**src/rtl/mc_decode.sv**
```systemverilog
// Multicycle ARM controller: Moore FSM sequencing fetch/decode/execute/memory/writeback plus ALU/flag decode.
// Optional feature: MC_DECODE_LONGMUL_EN enables two-write long multiplies (ALUWB then MULWB2).
module mc_decode #(
  parameter int MUL_LAT = 3,
  parameter int ALUC_W  = 4
) (
  input  logic              clk,
  input  logic              reset,
  input  logic [1:0]        Op,
  input  logic [5:0]        Funct,
  input  logic [3:0]        Rd,
  input  logic              CondEx,
  output logic [3:0]        State,
  output logic              IRWrite,
  output logic              AdrSrc,
  output logic              ALUSrcA,
  output logic [1:0]        ALUSrcB,
  output logic [1:0]        ResultSrc,
  output logic              PCWrite,
  output logic              RegW,
  output logic              Reg2W,
  output logic              MemW,
  output logic [ALUC_W-1:0] ALUControl,
  output logic [1:0]        FlagW,
  output logic              Undef
);

`ifdef MC_DECODE_LONGMUL_EN
  localparam bit LONG_EN = 1'b1;
`else
  localparam bit LONG_EN = 1'b0;
`endif

  localparam int CNT_W      = (MUL_LAT > 2) ? $clog2(MUL_LAT - 1) : 1;
  localparam int CNT_LAST_I = (MUL_LAT > 1) ? (MUL_LAT - 2) : 0;
  localparam logic [CNT_W-1:0] CNT_LAST = CNT_LAST_I[CNT_W-1:0];

  localparam logic [3:0] ALU_ADD   = 4'b0000;
  localparam logic [3:0] ALU_SUB   = 4'b0001;
  localparam logic [3:0] ALU_AND   = 4'b0010;
  localparam logic [3:0] ALU_ORR   = 4'b0011;
  localparam logic [3:0] ALU_EOR   = 4'b0100;
  localparam logic [3:0] ALU_RSB   = 4'b0101;
  localparam logic [3:0] ALU_MUL   = 4'b0110;
  localparam logic [3:0] ALU_LMUL  = 4'b0111;
  localparam logic [3:0] ALU_MLA   = 4'b1000;
  localparam logic [3:0] ALU_UMLAL = 4'b1001;

  typedef enum logic [3:0] {
    S_FETCH   = 4'd0,
    S_DECODE  = 4'd1,
    S_MEMADR  = 4'd2,
    S_MEMRD   = 4'd3,
    S_MEMWB   = 4'd4,
    S_MEMWR   = 4'd5,
    S_EXECR   = 4'd6,
    S_EXECI   = 4'd7,
    S_ALUWB   = 4'd8,
    S_BRANCH  = 4'd9,
    S_MULWAIT = 4'd10,
    S_MULWB2  = 4'd11,
    S_BASEWB  = 4'd12
  } state_t;

  state_t           r_state;
  state_t           w_next;
  logic [CNT_W-1:0] r_cnt;

  logic       w_mul_long;
  logic       w_mul_undef;
  logic [3:0] w_mul_aluc;
  logic [3:0] w_dp_aluc;
  logic       w_dp_logic;
  logic       w_dp_cmp;
  logic       w_cnt_done;

  logic       w_irwrite;
  logic       w_adrsrc;
  logic       w_alusrca;
  logic [1:0] w_alusrcb;
  logic [1:0] w_resultsrc;
  logic       w_pcwrite;
  logic       w_regw;
  logic       w_reg2w;
  logic       w_memw;
  logic [3:0] w_aluc;
  logic [1:0] w_flagw;
  logic       w_undef;

  always_ff @(posedge clk or negedge reset) begin
    if (!reset) begin
      r_state <= S_FETCH;
    end else begin
      r_state <= w_next;
    end
  end

  // Multiply latency counter: only advances while parked in MULWAIT, otherwise held at zero.
  always_ff @(posedge clk or negedge reset) begin
    if (!reset) begin
      r_cnt <= '0;
    end else if (r_state == S_MULWAIT && !w_cnt_done) begin
      r_cnt <= r_cnt + CNT_W'(1);
    end else begin
      r_cnt <= '0;
    end
  end

  assign w_cnt_done = (r_cnt == CNT_LAST);

  always_comb begin
    w_mul_long  = (Funct[4:1] == 4'b0011) || (Funct[4:1] == 4'b0100) ||
                  (Funct[4:1] == 4'b0101) || (Funct[4:1] == 4'b0110);
    w_mul_undef = (Funct[4:1] > 4'b1000) || (w_mul_long && !LONG_EN);
    if (w_mul_long) begin
      w_mul_aluc = (Funct[4:1] == 4'b0101) ? ALU_UMLAL : ALU_LMUL;
    end else if (Funct[4:1] == 4'b0001) begin
      w_mul_aluc = ALU_MLA;
    end else begin
      w_mul_aluc = ALU_MUL;
    end
  end

  // Carry variants share the plain adder/subtractor; compares share their arithmetic twin.
  always_comb begin
    w_dp_aluc = ALU_ADD;
    case (Funct[4:1])
      4'b0100, 4'b0101, 4'b1011: w_dp_aluc = ALU_ADD;
      4'b0010, 4'b0110, 4'b1010: w_dp_aluc = ALU_SUB;
      4'b0000, 4'b1000:          w_dp_aluc = ALU_AND;
      4'b1100:                   w_dp_aluc = ALU_ORR;
      4'b0001, 4'b1001:          w_dp_aluc = ALU_EOR;
      4'b0011, 4'b0111:          w_dp_aluc = ALU_RSB;
      default:                   w_dp_aluc = ALU_ADD;
    endcase
    w_dp_logic = (w_dp_aluc == ALU_AND) || (w_dp_aluc == ALU_ORR) || (w_dp_aluc == ALU_EOR);
    w_dp_cmp   = (Funct[4:3] == 2'b10);
  end

  always_comb begin
    w_next      = r_state;
    w_irwrite   = 1'b0;
    w_adrsrc    = 1'b0;
    w_alusrca   = 1'b0;
    w_alusrcb   = 2'b00;
    w_resultsrc = 2'b00;
    w_pcwrite   = 1'b0;
    w_regw      = 1'b0;
    w_reg2w     = 1'b0;
    w_memw      = 1'b0;
    w_aluc      = ALU_ADD;
    w_flagw     = 2'b00;
    w_undef     = 1'b0;
    case (r_state)
      S_FETCH: begin
        w_irwrite   = 1'b1;
        w_alusrca   = 1'b1;
        w_alusrcb   = 2'b10;
        w_resultsrc = 2'b10;
        w_pcwrite   = 1'b1;
        w_next      = S_DECODE;
      end
      S_DECODE: begin
        w_alusrca = 1'b1;
        w_alusrcb = 2'b10;
        case (Op)
          2'b00: w_next = Funct[5] ? S_EXECI : S_EXECR;
          2'b01: w_next = S_MEMADR;
          2'b10: w_next = S_BRANCH;
          default: begin
            if (w_mul_undef) begin
              w_undef = 1'b1;
              w_next  = S_FETCH;
            end else begin
              w_next = (MUL_LAT > 1) ? S_MULWAIT : S_ALUWB;
            end
          end
        endcase
      end
      S_MEMADR: begin
        w_alusrcb = Funct[5] ? 2'b00 : 2'b01;
        w_aluc    = Funct[3] ? ALU_ADD : ALU_SUB;
        w_next    = Funct[0] ? S_MEMRD : S_MEMWR;
      end
      S_MEMRD: begin
        w_adrsrc = 1'b1;
        w_next   = S_MEMWB;
      end
      S_MEMWB: begin
        w_regw      = CondEx;
        w_resultsrc = 2'b01;
        w_next      = Funct[1] ? S_BASEWB : S_FETCH;
      end
      S_MEMWR: begin
        w_adrsrc = 1'b1;
        w_memw   = CondEx;
        w_next   = Funct[1] ? S_BASEWB : S_FETCH;
      end
      S_BASEWB: begin
        w_regw      = CondEx;
        w_reg2w     = 1'b1;
        w_resultsrc = 2'b00;
        w_next      = S_FETCH;
      end
      S_EXECR, S_EXECI: begin
        w_alusrcb = (r_state == S_EXECI) ? 2'b01 : 2'b00;
        w_aluc    = w_dp_aluc;
        w_flagw   = {Funct[0], Funct[0] & ~w_dp_logic};
        w_next    = w_dp_cmp ? S_FETCH : S_ALUWB;
      end
      S_ALUWB: begin
        w_regw      = CondEx;
        w_resultsrc = 2'b00;
        w_pcwrite   = CondEx & (Rd == 4'd15);
        if (Op == 2'b11) begin
          w_aluc = w_mul_aluc;
        end
        w_next = (Op == 2'b11 && w_mul_long && LONG_EN) ? S_MULWB2 : S_FETCH;
      end
      S_MULWAIT: begin
        w_aluc = w_mul_aluc;
        w_next = w_cnt_done ? S_ALUWB : S_MULWAIT;
      end
      S_MULWB2: begin
        w_regw  = CondEx;
        w_reg2w = 1'b1;
        w_aluc  = w_mul_aluc;
        w_next  = S_FETCH;
      end
      S_BRANCH: begin
        w_alusrcb = 2'b01;
        w_pcwrite = CondEx;
        w_next    = S_FETCH;
      end
      default: w_next = S_FETCH;
    endcase
  end

  // Strobes are masked while reset is held so nothing fires out of the forced FETCH state.
  assign State      = r_state;
  assign IRWrite    = w_irwrite & reset;
  assign PCWrite    = w_pcwrite & reset;
  assign RegW       = w_regw & reset;
  assign MemW       = w_memw & reset;
  assign Undef      = w_undef & reset;
  assign Reg2W      = w_reg2w;
  assign AdrSrc     = w_adrsrc;
  assign ALUSrcA    = w_alusrca;
  assign ALUSrcB    = w_alusrcb;
  assign ResultSrc  = w_resultsrc;
  assign ALUControl = ALUC_W'(w_aluc);
  assign FlagW      = w_flagw;

endmodule

```
**config.mk**
```make
export PLATFORM = sky130hd
export DESIGN_NAME = mc_decode
export DESIGN_NICKNAME = d
export VERILOG_FILES = /design/src/rtl/mc_decode.sv
export SDC_FILE = /design/constraint.sdc
export NUM_CORES = 1
export LEC_CHECK = 0
export ABC_AREA = 0
export BUFFER_PORTS_ARGS = -buffer_cell sky130_fd_sc_hd__buf_4
export CAP_MARGIN = 20
export CELL_PAD_IN_SITES_DETAIL_PLACEMENT = 0
export CELL_PAD_IN_SITES_GLOBAL_PLACEMENT = 1
export CORE_ASPECT_RATIO = 1.4
export CORE_UTILIZATION = 31
export CTS_BUF_LIST = sky130_fd_sc_hd__clkbuf_8
export DETAILED_ROUTE_END_ITERATION = 8
export PLACE_DENSITY = 0.76
export REMOVE_ABC_BUFFERS = 1
export SETUP_SLACK_MARGIN = 0.02
export SLEW_MARGIN = 15
export SYNTH_ARGS = -nofsm -noshare
export SYNTH_HDL_FRONTEND = slang
export SYNTH_SLANG_ARGS = --single-unit
```
**constraint.sdc**
```tcl
create_clock -name clk -period 1.38 [get_ports clk]
set_clock_uncertainty 0.1 [all_clocks]
set_input_delay 0.207 -clock clk [delete_from_list [all_inputs] [get_ports clk]]
set_output_delay 0.207 -clock clk [all_outputs]
set_load 0.01 [all_outputs]
```
* Word-level counts from Yosys, hierarchy flattened
Memories as Yosys holds them, arrays and structs flattened. Cells that the tools add are included.
Cells by class: $add $sub $neg 1, multiply operators 0, div/mod/pow operators 0, $lt $le $gt $ge 1, equal/unequal tests 25, shifts and indexed selects 0, mux-type cells 30, bitwise gates (word level) 8, reductions and logical operators 18
Operator list (count):
- == test 4 x 3 -> 1 bit, second input constant | 8
- two-way mux 4 bit | 7
- one-hot mux 4 bit (7 select lines) | 1
- == test 4 bit, second input constant | 6
- == test 4 x 2 -> 1 bit, second input constant | 5
- one-hot mux 4 bit (4 select lines) | 1
- two-way mux 1 bit | 14
- one-hot mux 4 bit (3 select lines) | 1
- OR reduction 2 bit | 6
- == test 4 x 1 -> 1 bit, second input constant | 2
- one-hot mux 2 bit (4 select lines) | 1
- bitwise AND 1 bit | 7
- == test 2 bit, second input constant | 3
- logical OR 1 bit | 6
- > comparator 4 bit, second input constant | 1
- logical NOT 4 bit | 1
- two-way mux 2 bit | 2
- one-hot mux 2 bit (2 select lines) | 1
- OR reduction 4 bit | 1
- two-way mux 3 bit | 1
- one-hot mux 1 bit (3 select lines) | 1
- OR reduction 3 bit | 1
- == test 2 x 1 -> 1 bit, second input constant | 1
- logical NOT 2 bit | 1
- other kinds (4) | 4
Word-level totals: register bits after elaboration 5, latch bits 0, bits in writable memories 0, memory bits (read-only) 48, output and inout bits 22, memories kept 1
Memories:
- (name not given) | words 16, width 3, rd ports 1, clocked after memory_dff 0, write ports 0, RTL line 127 | case (Funct[4:1])

* Logic depth before layout (Yosys ltp)
Gate-level depths: netlist of the first run.
word-level depth 9, mapped depth 5, gate-level depth less buffers 3

* Worst setup path after synthesis of the first run
No wires, ideal clock.
path type reg-to-output, from register r_state[1], in the netlist State[1], to output port IRWrite, arrival time 1.342 ns, slack -0.269 ns, cell stages (with the launch flop) 4, buffers on the path 1, cell sequence dfrtp_1 -> buf_4 -> nor4_1 -> and2_1
On the way: cells in the longest elaborated chain, start to end 3
Ends and longest elaborated chain:
- start: declaration | RTL line 65 | state_t r_state;
- start signal: assignment | RTL line 94 | r_state <= w_next;
- logical NOT 4 bit | RTL line 154 | case (r_state)
- two-way mux 1 bit | RTL line 154
- bitwise AND 1 bit | RTL line 241 | assign IRWrite = w_irwrite & reset;
- end: declaration | RTL line 14 | output logic IRWrite,
Every way passes these cells.

* Worst setup path in the final report of the first run
from register r_state[3], in the netlist State[3], to output port ALUControl[0]
On the way: cells in the longest elaborated chain, start to end 3, elaborated cells on any way between the ends 9, those cells by class eq/ne (6); mux (1); reduce/logical (2)
Ends and longest elaborated chain:
- == test 4 bit / == test 4 x 3 -> 1 bit (equally long branches) | RTL line 154
- OR reduction 2 bit (on tied branches)
- one-hot mux 4 bit (4 select lines) (*) | RTL line 154
- end: declaration | RTL line 23 | output logic [ALUC_W-1:0] ALUControl,
Every way passes the cells marked *; elsewhere a longest branch is shown, timed or not.

==> flow_metrics.py, run 1 <==
metrics = {
    "outcome": {
        "status": "finished, violations left",
        "violations": "negative setup slack",
    },
    "power_and_ir_drop": {
        "power_frac_seq": 0.107,
        "pwr-share-comb": 0.784,
        "netSwitchingFraction": 0.406,
        "p_clk_frac": 0.109,
        "max-vdd-ir-drop_mv": 0.747,
        "power_density_nw_per_um2": 1710,
        "p_sw_uw": 1050,
        "p_leak_uw": 0.000704,
        "internal_power_uw": 1530,
    },
    "timing": {
        "finalSetupViolCount": 22,
        "hold_viol_final": 0,
        "max_freq_mhz": 552,
        "period_share": 1.31,
        "period_minus_slack_ns": 1.81,
        "tns_ns": -6.73,
        "slew_violations": 0,
        "worst_pin_slew_ns": 0.272,
        "slew_headroom": 0.818,
        "worst_slack_ns": -0.432,
        "rsz0062_at_grt": "true",
    },
    "route": {
        "drc": 0,
        "wl_met3_um": 157,
        "detail_route.first_pass.iterations": 4,
        "wl_um": 3000,
        "dr.max_layer_used": "met4",
        "ant_nets": 0,
        "vias": 1067,
        "drt-initial-drc-count": 20,
        "wl_met2_um": 1600,
        "wire_per_inst_um": 16.0,
        "wl_met1_um": 1170,
        "routed_via_density": 5.68,
    },
    "critical_path": {
        "crit_path_end_kind": "output port",
        "path_max_fanout": 4,
        "worstSetupPathType": "register to output port",
        "rrSetupSlack_ns": -0.16,
        "crit_arrival_ns": 1.50,
        "reg2regPathDepth": 4,
        "reg2reg_from": "State[3]$_DFF_PN0_",
        "worstPathRequired_ns": 1.07,
        "r2r_end": "State[2]$_DFF_PN0_",
        "crit_start": "State[3]$_DFF_PN0_",
        "cp-endpoint": "ALUControl[0]",
        "crit_path_start_kind": "register",
    },
    "logic_synthesis": {
        "seq_area_frac_synth": 0.173,
        "synth_area_per_cell_sq_um": 7.37,
        "synth_common_cells": "8 x nand2_1, 6 x nor2_1, 6 x o21ai_0",
        "yosysWarnings": 0,
        "yosysMostFrequentCell": "nand2_1",
        "synth_edf_count": 0,
        "synth_area_leaders": "dfrtp_1 17%, o21ai_0 4.2%, nand2_1 4.2%",
        "synth.distinct_cells": 44,
        "synth_cells": 98,
        "synth_top_area_frac": 0.173,
        "synth_seq_cells": 5,
        "ys.flop_type": "dfrtp_1",
        "syn_area_sq_um": 722,
        "yosysTopAreaCell": "dfrtp_1",
        "ys_async_sr_fraction": 1.00,
    },
    "cts": {
        "cts_buffers": 3,
        "clock_path_buffers": 2,
        "cts.root.buffer_cell": "clkbuf_8",
        "htreeDepth": 1,
        "cts_tree": "yes",
        "path_clk_slew_ns": 0.04,
        "clk-insertion-delay-late_ns": 0.23,
        "clock_sinks": 5,
    },
    "finish": {
        "nNetsFinal": 182,
        "insertedDiodeCount": 0,
        "design_area_sq_um": 1510,
        "drive_gt1_frac": 0.639,
        "syn_to_final_growth_pct": 109,
    },
    "floorplanning": {
        "start_util": 0.332,
        "core.rowCount": 20,
        "die_w_um": 42.8,
        "ios": 37,
        "fp.dieH_um": 59.1,
        "die_area_sq_um": 2530,
        "design.core.area_sq_um": 2180,
    },
    "worst_hold_path": {
        "worstHoldPathType": "primary input to register",
    },
    "global_routing": {
        "grt_antenna_before_repair": 0,
        "grt_usage": 0.243,
        "overflow": 0,
        "grt_pass1_vias": 991,
        "grt_max_degree": 14,
        "grt_pass1_wl_um": 4560,
    },
    "place": {
        "portBuffers": 36,
        "detailed_place_hpwl_um": 1990,
        "place_area_sq_um": 1190,
        "gp_congestion": 0.771,
    },
    "job": {
        "maxCapViolCount": 0,
    },
}
==> area by class of cell <==
class | count | area (sq um)
sequential | 5 | 128
multi-input combinational | 76 | 658
fill | 177 | 666
inverter | 6 | 22.5
tap | 22 | 27.5
clock inverter | 1 | 3.75
timing repair buffer | 75 | 631
clock buffer | 3 | 41.3
==> critical path: stages (launching register included) <==
cell and delay, ns:
dfrtp_1 0.41, nand3b_1 0.23, buf_4 0.18, a211o_1 0.22, o211ai_1 0.08, buf_4 0.15
==> what timing repair did <==
item / CTS / global route
hold buffers: 1 / 0
gates cloned: 0 / 0
resized for setup: 28 / 16
pin swaps: 8 / 10
hold endpoints to repair: 5 / 0
setup buffers: 5 / 4
setup endpoints to repair: 22 / 25
==> placed cells by master, fill, tap and decap left out, types with 3 or more instances in the layout <==
cell,instances
buf_4,59
clkbuf_8,3
buf_6,14
dfrtp_1,3
a21oi_1,3
nor2_1,4
nand2_1,6
inv_1,5
o21ai_0,6
o211ai_1,4
and3b_1,3
nor3_4,3
==> worst min-delay path by stage <==
| stage | startpoint | end | slack (ns) | depth (start not counted) |
|---|---|---|---|---|
| after detailed placement | reset | r_cnt$_DFF_PN0_ | -0.07 | 1 |
| final | Op[0] | State[2]$_DFF_PN0_ | 0.22 | 3 |
| after CTS | Op[0] | State[2]$_DFF_PN0_ | 0.21 | 3 |
| after global placement | reset | r_cnt$_DFF_PN0_ | -0.07 | 1 |
| after floorplan | reset | State[0]$_DFF_PN0_ | -0.19 | 0 |
| after global routing | Op[0] | State[2]$_DFF_PN0_ | 0.22 | 3 |
==> stage by stage <==
step                      cells  total power [uW]  utilization  worst slack [ns]  hold WS [ns]
after detailed placement    175              1700        0.549            -0.240       -0.0719
after floorplan              87               855            -            -0.335        -0.189
after global routing        188              2720        0.694            -0.493         0.223
after global placement      175              1670        0.549            -0.175       -0.0745
after CTS                   185              2390        0.651            -0.393         0.206
final                       188              2580        0.694            -0.432         0.216
==> sequential cells by signal, indices dropped and copies added (netlist names) <==
| signal | cells |
|---|---|
| State | 4 |
| r_cnt | 1 |
==> cells by family after synthesis <==
| logic type | after synthesis | share of synthesized area |
|---|---|---|
| AND/OR/NAND/NOR | 42 | 0.359 |
| AO/OA/AOI/OAI | 32 | 0.322 |
| buffers and inverters | 17 | 0.118 |
| adder cells (fa/ha/maj) | 1 | 0.0156 |
| XOR/XNOR | 1 | 0.0121 |
| flip-flops | 5 | 0.173 |
==> metal layers <==
layer	global-route usage	vias to the layer above
li1	-	500
met1	0.264	517
met2	0.437	42
met3	0.0457	8
met4	0.129	0
met5	0	-
==> power by group through the flow <==
stage	Sequential, uW	Clock (uW)	Combinational, uW
floorplan	380	0	475
global placement	258	0	1420
detailed placement	259	0	1440
CTS	262	279	1850
global route	279	290	2150
finish	276	280	2020
Note: power is estimated with default switching activity, not from simulation.
==> run 2, diff against run 1 <==
Settings changed: CAP_MARGIN 20 to 15, SKIP_LAST_GASP from default to 1.
==> flow_metrics.py, run 2 (synthesized netlist as in run 1, its figures left out) <==
metrics = {
    "timing": {
        "worst_pin_slew_ns": 0.264,
        "whs_ns": 0.221,
        "rsz0062_at_grt": "true",
        "hold_viol_final": 0,
        "slew_headroom": 0.823,
        "slew_violations": 0,
        "period_minus_slack_ns": 1.81,
        "finalSetupViolCount": 23,
        "worst_slack_ns": -0.434,
        "period_share": 1.31,
        "max_freq_mhz": 551,
        "tns_ns": -6.57,
    },
    "critical_path": {
        "reg2regPathDepth": 4,
        "r2r_end": "State[2]$_DFF_PN0_",
        "reg2reg_from": "State[3]$_DFF_PN0_",
        "path_max_fanout": 4,
        "crit_path_end_kind": "output port",
        "worstPathRequired_ns": 1.07,
        "crit_path_start_kind": "register",
        "rrSetupSlack_ns": -0.15,
        "worstSetupPathType": "register to output port",
        "crit_arrival_ns": 1.51,
        "crit_start": "State[3]$_DFF_PN0_",
    },
    "route": {
        "routed_via_density": 5.61,
        "wire_per_inst_um": 15.7,
        "ant_nets": 0,
        "vias": 1050,
        "drc": 0,
        "wl_um": 2930,
        "detail_route.first_pass.iterations": 4,
        "drt-initial-drc-count": 14,
    },
    "floorplanning": {
        "die_area_sq_um": 2530,
        "ios": 37,
        "core.rowCount": 20,
        "die_w_um": 42.8,
        "start_util": 0.332,
        "fp.dieH_um": 59.1,
        "design.core.area_sq_um": 2180,
    },
    "power_and_ir_drop": {
        "p_sw_uw": 1030,
        "netSwitchingFraction": 0.407,
        "power_density_nw_per_um2": 1710,
        "internal_power_uw": 1500,
        "pwr-share-comb": 0.784,
        "power_frac_seq": 0.105,
        "p_clk_frac": 0.111,
        "p_leak_uw": 0.000698,
        "max-vdd-ir-drop_mv": 0.792,
    },
    "global_routing": {
        "overflow": 0,
        "grt_max_degree": 14,
        "grt_usage": 0.239,
        "grt_antenna_before_repair": 0,
        "grt_pass1_wl_um": 4510,
        "grt_pass1_vias": 999,
    },
    "finish": {
        "drive_gt1_frac": 0.618,
        "syn_to_final_growth_pct": 105,
        "final_cell_mix": "59 x buf_4, 13 x buf_6, 6 x nand2_1",
        "layout_commonest_cell": "buf_4",
        "insertedDiodeCount": 0,
        "nNetsFinal": 181,
        "nFillCells": 183,
        "largest_reg_flops": 4,
    },
    "cts": {
        "cts_tree": "yes",
        "clock_sinks": 5,
        "htreeDepth": 1,
        "clock_path_buffers": 2,
        "cts_buffers": 3,
        "clk-insertion-delay-late_ns": 0.23,
        "cts.root.buffer_cell": "clkbuf_8",
        "path_clk_slew_ns": 0.04,
    },
    "outcome": {
        "status": "finished, violations left",
        "violations": "negative setup slack",
    },
    "worst_hold_path": {
        "worstHoldPathType": "primary input to register",
        "min_to": "State[1]$_DFF_PN0_",
        "min_from": "Funct[0]",
        "whs_path_depth": 3,
    },
    "place": {
        "detailed_place_hpwl_um": 1990,
        "preCtsSetupSlack_ns": -0.240,
        "gp_congestion": 0.771,
        "portBuffers": 36,
    },
    "job": {
        "maxCapViolCount": 0,
    },
}
-- run 2: per-stage QoR --
stage,total power [uW],instance area (sq um),cells,utilization
CTS,2320,1380,185,0.634
finish,2530,1480,187,0.680
floorplan,855,659,87,-
global placement,1670,1190,175,0.549
global route,2660,1480,187,0.680
detailed placement,1700,1190,175,0.549
-- run 2: how the worst max path moves through the flow --
| stage | to | slack [ns] | depth (start not counted) |
|---|---|---|---|
| floorplan | ALUControl[1] | -0.33 | 3 |
| global placement | Undef | -0.17 | 4 |
| detailed placement | Undef | -0.24 | 4 |
| CTS | ALUControl[0] | -0.39 | 5 |
| global route | ALUControl[0] | -0.46 | 5 |
| finish | ALUControl[0] | -0.43 | 5 |
-- run 2: layout make-up --
class	count	area, sq um	area share
Clock buffer	3	41.3	0.0279
Clock inverter	1	3.75	0.00253
Inverter	6	22.5	0.0152
Multi-Input combinational cell	76	641	0.432
Sequential cell	5	126	0.0853
Tap cell	22	27.5	0.0186
Timing Repair Buffer	74	619	0.418
-- run 2: critical path: stages (launching register included) --
cell      delay, ns
dfrtp_1        0.41
nand3b_1       0.23
buf_4          0.18
a211o_1        0.22
o211ai_1       0.08
buf_4          0.15
-- run 2: power groups by stage --
stage	Sequential (uW)	Clock, uW	Combinational (uW)
after detailed placement	259	0	1440
after CTS	262	279	1770
after global routing	267	290	2100
after global placement	258	0	1420
final	266	280	1980
after floorplan	380	0	475
-- run 2: per-layer routing --
metal | part of all wire | vias to the layer above | global-route usage
met2 | 0.53 | 42 | 0.418
met3 | 0.051 | 9 | 0.0518
met5 | 0 | - | 0
met1 | 0.39 | 501 | 0.258
met4 | 0.028 | 0 | 0.143
li1 | - | 498 | -
-- run 2: what timing repair did --
item | 4_1_cts | 5_1_grt
pin swaps | 8 | 13
hold endpoints to repair | 5 | 0
setup buffers | 5 | 4
hold buffers | 1 | 0
cloned | 0 | 0
resized for setup | 19 | 23
setup endpoints to repair | 22 | 24
